File: src/rtl/inst_fetch_queue_if.sv
// Fetch-queue bus: instruction ROM port, redirect input and issue-side handshake.
// The queue drives the master modport; the ROM/issue/branch environment drives the slave modport.
interface inst_fetch_queue_if #(
   parameter int DEPTH = 4
);
   logic                     rom_nrd;
   logic [31:0]              rom_addr;
   logic [31:0]              rom_data;
   logic                     flush;
   logic [31:0]              flush_pc;
   logic                     deq_ready;
   logic                     inst_valid;
   logic [31:0]              inst;
   logic [31:0]              inst_pc;
   logic [$clog2(DEPTH):0]   count;
   logic                     fetch_done;

   modport master (
      output rom_nrd,
      output rom_addr,
      input  rom_data,
      input  flush,
      input  flush_pc,
      input  deq_ready,
      output inst_valid,
      output inst,
      output inst_pc,
      output count,
      output fetch_done
   );

   modport slave (
      input  rom_nrd,
      input  rom_addr,
      output rom_data,
      output flush,
      output flush_pc,
      output deq_ready,
      input  inst_valid,
      input  inst,
      input  inst_pc,
      input  count,
      input  fetch_done
   );
endinterface

File: src/rtl/inst_fetch_queue.sv
// Instruction fetch controller: owns the PC, reads one ROM word per cycle
// into a show-ahead FIFO drained by issue, with branch redirect support.
module inst_fetch_queue #(
   parameter int          DEPTH     = 4,
   parameter logic [31:0] RESET_PC  = 32'h0,
   parameter int          ROM_BYTES = 100
) (
   input  logic               clk,
   input  logic               nRST,
   inst_fetch_queue_if.master bus
);
   localparam int AW = $clog2(DEPTH);
   localparam int CW = AW + 1;

   typedef struct packed {
      logic [31:0] inst;
      logic [31:0] pc;
   } ent_t;

   ent_t          q [DEPTH];
   logic [31:0]   pc;
   logic [AW-1:0] head;
   logic [AW-1:0] tail;
   logic [CW-1:0] cnt;

   logic          empty;
   logic          full;
   logic          done;
   logic          deq;
   logic          fetch;
   logic [32:0]   pc_end;

   // 33-bit sum so a PC near 2^32 cannot wrap back into the ROM image
   assign pc_end = {1'b0, pc} + 33'd3;
   assign done   = pc_end >= 33'(ROM_BYTES);
   assign empty  = cnt == '0;
   assign full   = cnt == CW'(DEPTH);

   assign deq   = ~empty & bus.deq_ready & ~bus.flush;
   assign fetch = nRST & ~bus.flush & ~done & (~full | deq);

   assign bus.rom_nrd    = ~fetch;
   assign bus.rom_addr   = pc;
   assign bus.fetch_done = done;
   assign bus.inst_valid = ~empty;
   assign bus.inst       = q[head].inst;
   assign bus.inst_pc    = q[head].pc;
   assign bus.count      = cnt;

   always_ff @(posedge clk or negedge nRST) begin
      if (!nRST) begin
         pc   <= RESET_PC;
         head <= '0;
         tail <= '0;
         cnt  <= '0;
      end else if (bus.flush) begin
         pc   <= bus.flush_pc & ~32'h3;
         head <= '0;
         tail <= '0;
         cnt  <= '0;
      end else begin
         if (fetch) begin
            pc   <= pc + 32'd4;
            tail <= tail + AW'(1);
         end
         if (deq) begin
            head <= head + AW'(1);
         end
         unique case (1'b1)
            fetch & ~deq: cnt <= cnt + CW'(1);
            deq & ~fetch: cnt <= cnt - CW'(1);
            default:      cnt <= cnt;
         endcase
      end
   end

   // Storage is deliberately left unreset; only occupied slots are ever read
   always_ff @(posedge clk) begin
      if (fetch) begin
         q[tail] <= '{inst: bus.rom_data, pc: pc};
      end
   end

   a_cnt_range : assert property (
      @(posedge clk) disable iff (!nRST) cnt <= CW'(DEPTH)
   );
endmodule

File: src/flat_wrapper.sv
// flat-port wrapper written by rule: the top's interface ports become plain ports
module inst_fetch_queue_flat 
#(
   parameter int          DEPTH     = 4,
   parameter logic [31:0] RESET_PC  = 32'h0,
   parameter int          ROM_BYTES = 100
)
  (clk, nRST, bus_rom_nrd, bus_rom_addr, bus_rom_data, bus_flush, bus_flush_pc, bus_deq_ready, bus_inst_valid, bus_inst, bus_inst_pc, bus_count, bus_fetch_done);
  inst_fetch_queue_if #(.DEPTH(DEPTH)) bus_i ();
  input  logic clk;
  input  logic nRST;
  output wire logic [$bits(bus_i.rom_nrd)-1:0] bus_rom_nrd;
  output wire logic [$bits(bus_i.rom_addr)-1:0] bus_rom_addr;
  input wire logic [$bits(bus_i.rom_data)-1:0] bus_rom_data;
  input wire logic [$bits(bus_i.flush)-1:0] bus_flush;
  input wire logic [$bits(bus_i.flush_pc)-1:0] bus_flush_pc;
  input wire logic [$bits(bus_i.deq_ready)-1:0] bus_deq_ready;
  output wire logic [$bits(bus_i.inst_valid)-1:0] bus_inst_valid;
  output wire logic [$bits(bus_i.inst)-1:0] bus_inst;
  output wire logic [$bits(bus_i.inst_pc)-1:0] bus_inst_pc;
  output wire logic [$bits(bus_i.count)-1:0] bus_count;
  output wire logic [$bits(bus_i.fetch_done)-1:0] bus_fetch_done;
  assign bus_rom_nrd = bus_i.rom_nrd;
  assign bus_rom_addr = bus_i.rom_addr;
  assign bus_i.rom_data = bus_rom_data;
  assign bus_i.flush = bus_flush;
  assign bus_i.flush_pc = bus_flush_pc;
  assign bus_i.deq_ready = bus_deq_ready;
  assign bus_inst_valid = bus_i.inst_valid;
  assign bus_inst = bus_i.inst;
  assign bus_inst_pc = bus_i.inst_pc;
  assign bus_count = bus_i.count;
  assign bus_fetch_done = bus_i.fetch_done;
  inst_fetch_queue #(.DEPTH(DEPTH), .RESET_PC(RESET_PC), .ROM_BYTES(ROM_BYTES)) u_core (.clk(clk), .nRST(nRST), .bus(bus_i));
endmodule
File: config.mk
export PLATFORM = sky130hd
export DESIGN_NAME = inst_fetch_queue_flat
export DESIGN_NICKNAME = d
export VERILOG_FILES = /design/src/rtl/inst_fetch_queue_if.sv /design/src/rtl/inst_fetch_queue.sv /design/src/flat_wrapper.sv
export SDC_FILE = /design/constraint.sdc
export NUM_CORES = 1
export LEC_CHECK = 0
export ABC_AREA = 1
export CAP_MARGIN = 20
export CORE_MARGIN = 5
export CORE_UTILIZATION = 54
export CTS_CLUSTER_DIAMETER = 50
export DETAILED_ROUTE_END_ITERATION = 16
export PLACE_DENSITY = 0.82
export SLEW_MARGIN = 10
export SYNTH_ARGS = -nofsm -noshare
export SYNTH_HDL_FRONTEND = slang
export SYNTH_SLANG_ARGS = --single-unit
File: constraint.sdc
create_clock -name clk -period 10.85 [get_ports clk]
set_input_delay 1.085 -clock clk [delete_from_list [all_inputs] [get_ports clk]]
set_output_delay 1.085 -clock clk [all_outputs]
set_load 0.005 [all_outputs]
==> impl_summary.txt, run 1 <==
----------------------------------------------------
[Status]
  Run status ... finished clean

[Global routing]
  First-pass GRT wire length ... approximately 38,000 um
  Antenna violations before repair ... 0
  Pin count of the biggest net entering global routing ... about 120
  Vias in the first global route ... about 7,200
  Global-route usage over all layers ... about a fifth
  Overall overflow remaining after global route ... 0

[Route]
  Avg Vias per Cell ... about 5.5
  Number of antenna-violating nets in the routed design ... 0
  Wirelength per Cell ... roughly 18 um
  Total via count after detailed routing ... around 7,200
  Number of iterations in the first detailed-routing pass ... 5
  DRC violations left ... 0
  Wirelength, routed ... 24,100 um
  DRC marker count from the first detailed-route iteration ... roughly 620

[Final layout]
  Diode count ... 0
  Area growth from synthesis to final layout ... 26.4%
  Layout net count ... ~1,100
  Share of final-layout standard cells stronger than drive strength 1 ... slightly below 9%
  Non-filler instance count after layout ... 1,313

[Min path]
  Hold Path Origin ... u_core.bus.rom_addr[16]
  Tightest Hold Check Type ... reg2reg
  Cells on Worst Hold Path ... 0

[Timing]
  Setup-violating endpoint count in the final report ... 0
  Remaining max-slew budget at the tightest pin ... 46.7%
  Setup repair after global routing missed its margin ... false
  Worst-Margin Slew ... ~800 ps
  Fmax ... between 0.2 and 0.25 GHz
  Final Hold Fails ... 0
  Final Cycle Share ... roughly two fifths
  Slew Limit Fails ... 0
  Minimum clock period ... approximately 4300 ps
  Final sum of negative setup slack ... 0 ps
  Largest clock skew in the final design ... between 9 and 10 ps

[Die]
  Die extent in y ... 154 um
  Number of core rows ... between 50 and 60
  Die Width ... between 150 and 200 um
  DIE AREA ... roughly 24,000 um^2
  Top-level I/O count ... between 150 and 200
  Initial core utilization ... 54.9%
  Core area ... approximately 20,000 um^2

[Yosys]
  Number of distinct standard cells referenced by the synthesized netlist ... 31
  Top post-synthesis cells by count ... 248 x sky130_fd_sc_hd__edfxtp_1, 154 x sky130_fd_sc_hd__nor2_1, 132 x sky130_fd_sc_hd__o21ai_0
  Post-synthesis area per instance ... 12.9 um^2
  Share of flip-flops with an asynchronous set or reset after synthesis ... between 10% and 20%
  Register bit total from synthesis ... about 290
  Synth area leaders ... sky130_fd_sc_hd__edfxtp_1 67%, sky130_fd_sc_hd__dfrtp_1 8.3%, sky130_fd_sc_hd__o21ai_0 5.9%, sky130_fd_sc_hd__nor2_1 5.2%, sky130_fd_sc_hd__o22ai_1 3.5%
  Most used standard cell by instance count after synthesis ... sky130_fd_sc_hd__edfxtp_1
  Post-synthesis instance area ... around 11,000 um^2
  Share of synthesized area occupied by flip-flops and latches ... between 70% and 80%
  Number of flops mapped to enable cells by yosys ... around 250
  Commonest register cell after synthesis ... sky130_fd_sc_hd__edfxtp_1
  Number of warnings issued by yosys ... 0
  Cell type contributing the most total cell area after synthesis ... sky130_fd_sc_hd__edfxtp_1
  Number of instances in the synthesized netlist ... 863
  Share of the synthesized area in the top cell type ... roughly two thirds

[Setup path]
  Required arrival time at the worst endpoint ... 9770 ps
  Crit Reg-Reg Startpoint ... u_core.bus.rom_addr[10]
  Start-to-end type of the worst setup path ... reg2out
  CP startpoint kind ... flop
  Maximum fanout count along the critical path ... between 60 and 70
  Crit end category ... output pin
  Worst endpoint data arrival time ... 3250 ps
  Worst R2R Path Depth ... 8
  Crit. Startpoint ... u_core.head[0]

[Clock tree]
  Hold-fix buffers at CTS ... 0
  Clock buffers created by TritonCTS ... 29
  TritonCTS clock tree ... built
  Count of cells resized by post-cts repair ... 0
  Reg clk slew, reported paths ... 60 ps
  Setup fix buffers added after clock tree synthesis ... 0
  Clock insertion delay at the later pin of the skew report ... 520 ps
  Number of sinks on the clock net ... 285
  Maximum clock insertion buffer count ... 3
  Root buf cell ... sky130_fd_sc_hd__clkbuf_16
  CTS H-tree lvls ... 1

[Pwr]
  Power Density ... between 200 and 250 nW/um^2
  P_leak ... ~5 nW
  Largest vdd supply drop ... 0.115 mV

[Placed design]
  Number of placed instances with taps included ... ~1,300
  Post-DP HPWL ... 13,900 um
  Count of buffers from port buffering ... roughly 160
  Final weighted congestion in routability-driven placement ... roughly 0.81

[Job]
  Max-cap violations ... 0

----------------------------------------------------
placed cells by master, fill, tap and decap left out, drive strengths merged:
cell type      count
a21oi              2
buf               12
bufinv             3
clkbuf            40
clkdlybuf4s50    162
clkinv             9
clkinvlp           1
conb               4
dfrtp             37
edfxtp           248
fa                 1
ha                 5
inv               35
nand2             99
nand3             17
nand4              2
nor2             156
nor3               2
o211ai             1
o21ai            140
o22ai             62
or2                1
xnor2              2
xor2               2
stage by stage:
step	instance area, um^2	setup slack [ps]	hold slack (ps)	power [mW]	util (%)
2_1_floorplan	11200	6100	518	1.52	-
3_3_place_gp	13000	6810	555	1.80	64.0
3_5_place_dp	13000	6780	557	1.82	64.0
4_1_cts	14000	6400	565	2.86	69.1
5_1_grt	14100	6260	608	2.97	69.4
6_report	14100	6510	571	2.85	69.4
cell type report:
cell class | count | area (um^2)
flip-flops and latches | 285 | 8380
fillers | 1371 | 6220
multi-input cells | 496 | 2440
repair buffers | 174 | 1740
clock buffers | 40 | 891
well taps | 270 | 338
clock inverters | 13 | 154
inverters | 35 | 140
cell families (layout without fill, tap and decap cells):
kind of cell | Yosys count | in the layout | synth area share (%)
AND/OR/NAND/NOR | 277 | 277 | 10.2
other | 1 | 4 | 0.0337
flip-flops | 285 | 285 | 75.1
adder cells (fa/ha/maj) | 6 | 6 | 0.741
XOR/XNOR | 4 | 4 | 0.314
AO/OA/AOI/OAI | 205 | 205 | 10.2
buffers and inverters | 85 | 262 | 3.32
critical path: stages (launching register included):
cell,delay [ps]
sky130_fd_sc_hd__dfrtp_4,540
sky130_fd_sc_hd__clkinv_2,590
sky130_fd_sc_hd__buf_4,620
sky130_fd_sc_hd__o21ai_0,160
sky130_fd_sc_hd__o22ai_1,190
sky130_fd_sc_hd__clkdlybuf4s50_1,570
report_power, final:
group	internal [mW]	leakage, nW	switching, mW
logic	0.272	1.79	0.283
clock network	0.646	0.519	0.400
registers	1.21	2.69	0.0326
total	2.13	5.00	0.715
sequential cells by signal (all words and copies together) (netlist names):
name,flops
u_core.head,2
u_core.q,248
u_core.bus.rom_addr,30
u_core.tail,2
u_core.bus.count,3
worst paths after layout:
check	to	slack, ps
worst max-delay path	bus_inst[9]	6510
worst min-delay path	u_core.q[3][16]	570
worst max register to register	u_core.q[3][54]	7750
worst min register to register	u_core.q[3][16]	570
max in group asynchronous	u_core.head[0]	9870
min in group asynchronous	u_core.bus.rom_addr[19]	610
layer usage:
| layer | share of wire, % | GRT usage (%) | vias up | routed length (um) |
|---|---|---|---|---|
| met5 | 0 | 0 | - | 0 |
| met4 | 1.8 | 5.05 | 0 | 429 |
| met3 | 6.7 | 3.34 | 31 | 1610 |
| met2 | 50 | 33.9 | 258 | 12100 |
| met1 | 41 | 27.3 | 3539 | 9920 |
| li1 | - | - | 3408 | - |
No activity file was read; power rests on OpenSTA's default activity.
==> run 2: changes to the inputs <==
--- a/config.mk
+++ b/config.mk
@@ -8,10 +8,10 @@
 export ABC_AREA = 1
 export CAP_MARGIN = 20
 export CORE_MARGIN = 5
-export CORE_UTILIZATION = 54
+export CORE_UTILIZATION = 49
 export CTS_CLUSTER_DIAMETER = 50
 export DETAILED_ROUTE_END_ITERATION = 16
-export PLACE_DENSITY = 0.82
+export PLACE_DENSITY = 0.78
 export SLEW_MARGIN = 10
 export SYNTH_ARGS = -nofsm -noshare
 export SYNTH_HDL_FRONTEND = slang
==> constraint.sdc (replaced) <==
create_clock -name clk -period 3.7 [get_ports clk]
set_input_delay 0.37 -clock clk [delete_from_list [all_inputs] [get_ports clk]]
set_output_delay 0.37 -clock clk [all_outputs]
set_load 0.005 [all_outputs]
==> run 2 against run 1 <==
  * Clock power grew to 2.7 times the previous value
  * Final area grew 0.30%
  * Non-clock buffer count grew 7
  * Setup slack lost 6000 ps
  * Via count shrank 0.12%
  * Sequential cell count is the same
  * Final cell count grew 1.9%
  * Combinational power grew to 2.9 times the previous value
  * Sequential share of layout area shrank 0.18 points
  * Total power grew to 2.9 times the previous value
  * Largest cell class unchanged
  * Highest routed layer unchanged
==> impl_summary.txt, run 2 (synthesis gave the netlist of run 1 again) <==
----------------------------------------------------
[Status]
  Run status ... finished clean

[Clock tree]
  Number of sinks on the clock net ... approximately 290
  TritonCTS clock tree ... built
  Clock insertion delay at the later pin of the skew report ... roughly 530 ps
  Root buf cell ... sky130_fd_sc_hd__clkbuf_16
  Setup fix buffers added after clock tree synthesis ... 0
  Maximum clock insertion buffer count ... 3
  CTS H-tree lvls ... 1
  Reg clk slew, reported paths ... 60 ps
  Clock buffers created by TritonCTS ... 30

[Route]
  Wirelength, routed ... 24,400 um
  DRC violations left ... 0
  Total via count after detailed routing ... 7,227
  Number of antenna-violating nets in the routed design ... 0
  DRC marker count from the first detailed-route iteration ... 537
  Avg Vias per Cell ... ~5.4
  Wirelength per Cell ... roughly 18 um
  Number of iterations in the first detailed-routing pass ... 5

[Setup path]
  Start-to-end type of the worst setup path ... reg2out
  Crit end category ... output pin
  Largest incremental delay on the critical path ... around 660 ps
  Maximum fanout count along the critical path ... 52
  Standard cell with the maximum stage delay on the critical path ... sky130_fd_sc_hd__dfrtp_2
  Worst R2R Path Depth ... 8
  FF-to-FF setup slack ... roughly 1200 ps
  Worst endpoint data arrival time ... roughly 2800 ps
  Crit. Startpoint ... u_core.head[1]
  End of the worst register-to-register path ... u_core.q[2][46]
  Required arrival time at the worst endpoint ... 3330 ps
  Crit Reg-Reg Startpoint ... u_core.bus.rom_addr[18]
  CP startpoint kind ... flop
  Sequence of cells on the critical path ... inv_2, buf_12, o21ai_0, o22ai_1, clkdlybuf4s50_1

[Pwr]
  Total design power ... 8.16 mW
  P_leak ... around 5 nW
  Power Density ... 578 nW/um^2
  Largest vdd supply drop ... about 0.34 mV

[Timing]
  Setup repair after global routing missed its margin ... false
  Final Hold Fails ... 0
  Final Cycle Share ... 86.5%
  Slew Limit Fails ... 0
  Remaining max-slew budget at the tightest pin ... roughly 54%
  Fmax ... about 0.31 GHz
  Setup-violating endpoint count in the final report ... 0
  Worst-Margin Slew ... just under 700 ps
  Largest clock skew in the final design ... between 10 and 15 ps
  Minimum clock period ... 3200 ps

[Placed design]
  Count of buffers from port buffering ... 163
  Final weighted congestion in routability-driven placement ... roughly 0.8
  Number of placed instances with taps included ... around 1,300
  Area after detailed placement ... between 10,000 and 15,000 um^2
  Post-DP HPWL ... around 14,000 um

[Final layout]
  Layout net count ... between 1,000 and 1,500
  Top library cells by usage in the layout, fill and taps aside ... 248 x sky130_fd_sc_hd__edfxtp_1, 162 x sky130_fd_sc_hd__clkdlybuf4s50_1, 150 x sky130_fd_sc_hd__nor2_1
  Non-filler instance count after layout ... between 1,000 and 1,500
  Share of the core filled with cells in the final layout ... a little over three fifths
  Diode count ... 0
  Share of final-layout standard cells stronger than drive strength 1 ... 8.55%
  Area growth from synthesis to final layout ... 26.8%
  Largest register FFs ... 248
  Leading cell type in the layout, fill and taps excluded ... sky130_fd_sc_hd__edfxtp_1
  Post-layout instance area ... between 10,000 and 15,000 um^2
  Largest Register ... u_core.q
  Fill count ... roughly 1,700

[Die]
  Die Width ... 161 um
  Initial core utilization ... 49.5%
  Die extent in y ... 161 um
  DIE AREA ... between 20,000 and 30,000 um^2
  Core area ... 22,500 um^2
  Number of core rows ... 55
  Top-level I/O count ... 170

[Job]
  Max-cap violations ... 0

[Min path]
  Worst Hold Endpoint ... u_core.bus.rom_addr[24]
  Tightest Hold Check Type ... in2reg
  Hold Path Origin ... bus_flush_pc[24]
  Cells on Worst Hold Path ... 3

[Global routing]
  Overall overflow remaining after global route ... 0
  Antenna violations before repair ... 0
  Pin count of the biggest net entering global routing ... between 100 and 150
  Vias in the first global route ... approximately 7,000
  Global-route usage over all layers ... a little under a fifth
  First-pass GRT wire length ... ~38,000 um

----------------------------------------------------
[run 2: changes by cell type in the layout (fill, tap and decap cells not counted), moves of 2 or more]
cell and change:
sky130_fd_sc_hd__clkbuf_1 +5, sky130_fd_sc_hd__clkinv_1 +5, sky130_fd_sc_hd__bufinv_16 -2, sky130_fd_sc_hd__buf_12 +5, sky130_fd_sc_hd__inv_6 +3, sky130_fd_sc_hd__buf_4 +2
sky130_fd_sc_hd__clkinv_2 -4, sky130_fd_sc_hd__clkbuf_8 -2
[run 2: layer usage]
layer  global-route usage, %  up-vias  routed length [um]
li1                        -     3424                   -
met1                    24.2     3539               10300
met2                    32.3      230               12000
met3                    3.44       34                1640
met4                    4.23        0                 424
met5                       0        -                   0
[run 2: repair_timing]
action | CTS | global route
gates resized for setup | 0 | 0
hold endpoints to repair | 37 | 0
hold buffers | 1 | 0
[run 2: through the flow]
stage / TNS, ps / hold slack, ps / setup slack [ps]
final: 0 / 379 / 498
after CTS: 0 / 354 / 484
after detailed placement: 0 / 467 / 1060
after floorplan: -118700 / 74.4 / -479
after global routing: 0 / 355 / 399
after global placement: 0 / 466 / 1080
[run 2: worst max-delay path by stage]
stage	to	slack, ps	depth (start not counted)
floorplan	u_core.q[0][10]	-480	7
global placement	u_core.q[2][32]	1080	5
detailed placement	bus_inst_pc[2]	1060	5
CTS	bus_inst_pc[2]	480	5
global route	bus_inst_pc[2]	400	5
finish	bus_inst_pc[2]	500	5
[run 2: layout make-up]
class | count | area [um^2] | share of cell area, %
Sequential cell | 285 | 8380 | 59.3
Inverter | 35 | 140 | 0.992
Clock inverter | 14 | 114 | 0.806
Multi-Input combinational cell | 496 | 2440 | 17.3
Tap cell | 285 | 357 | 2.52
Timing Repair Buffer | 181 | 1840 | 13.0
Clock buffer | 42 | 857 | 6.07
[run 2: worst max-delay path: cells and delay by family (launching register included)]
family	cells	cell delay, ps
AOI/OAI and AO/OA	2	420
DFF	1	660
buffers and inverters	3	1200
[run 2: power by group]
part,internal [mW],leakage [nW],switching (mW)
registers,3.56,2.69,0.110
logic,0.806,1.84,0.822
clock network,1.70,0.477,1.17
total,6.06,5.01,2.10
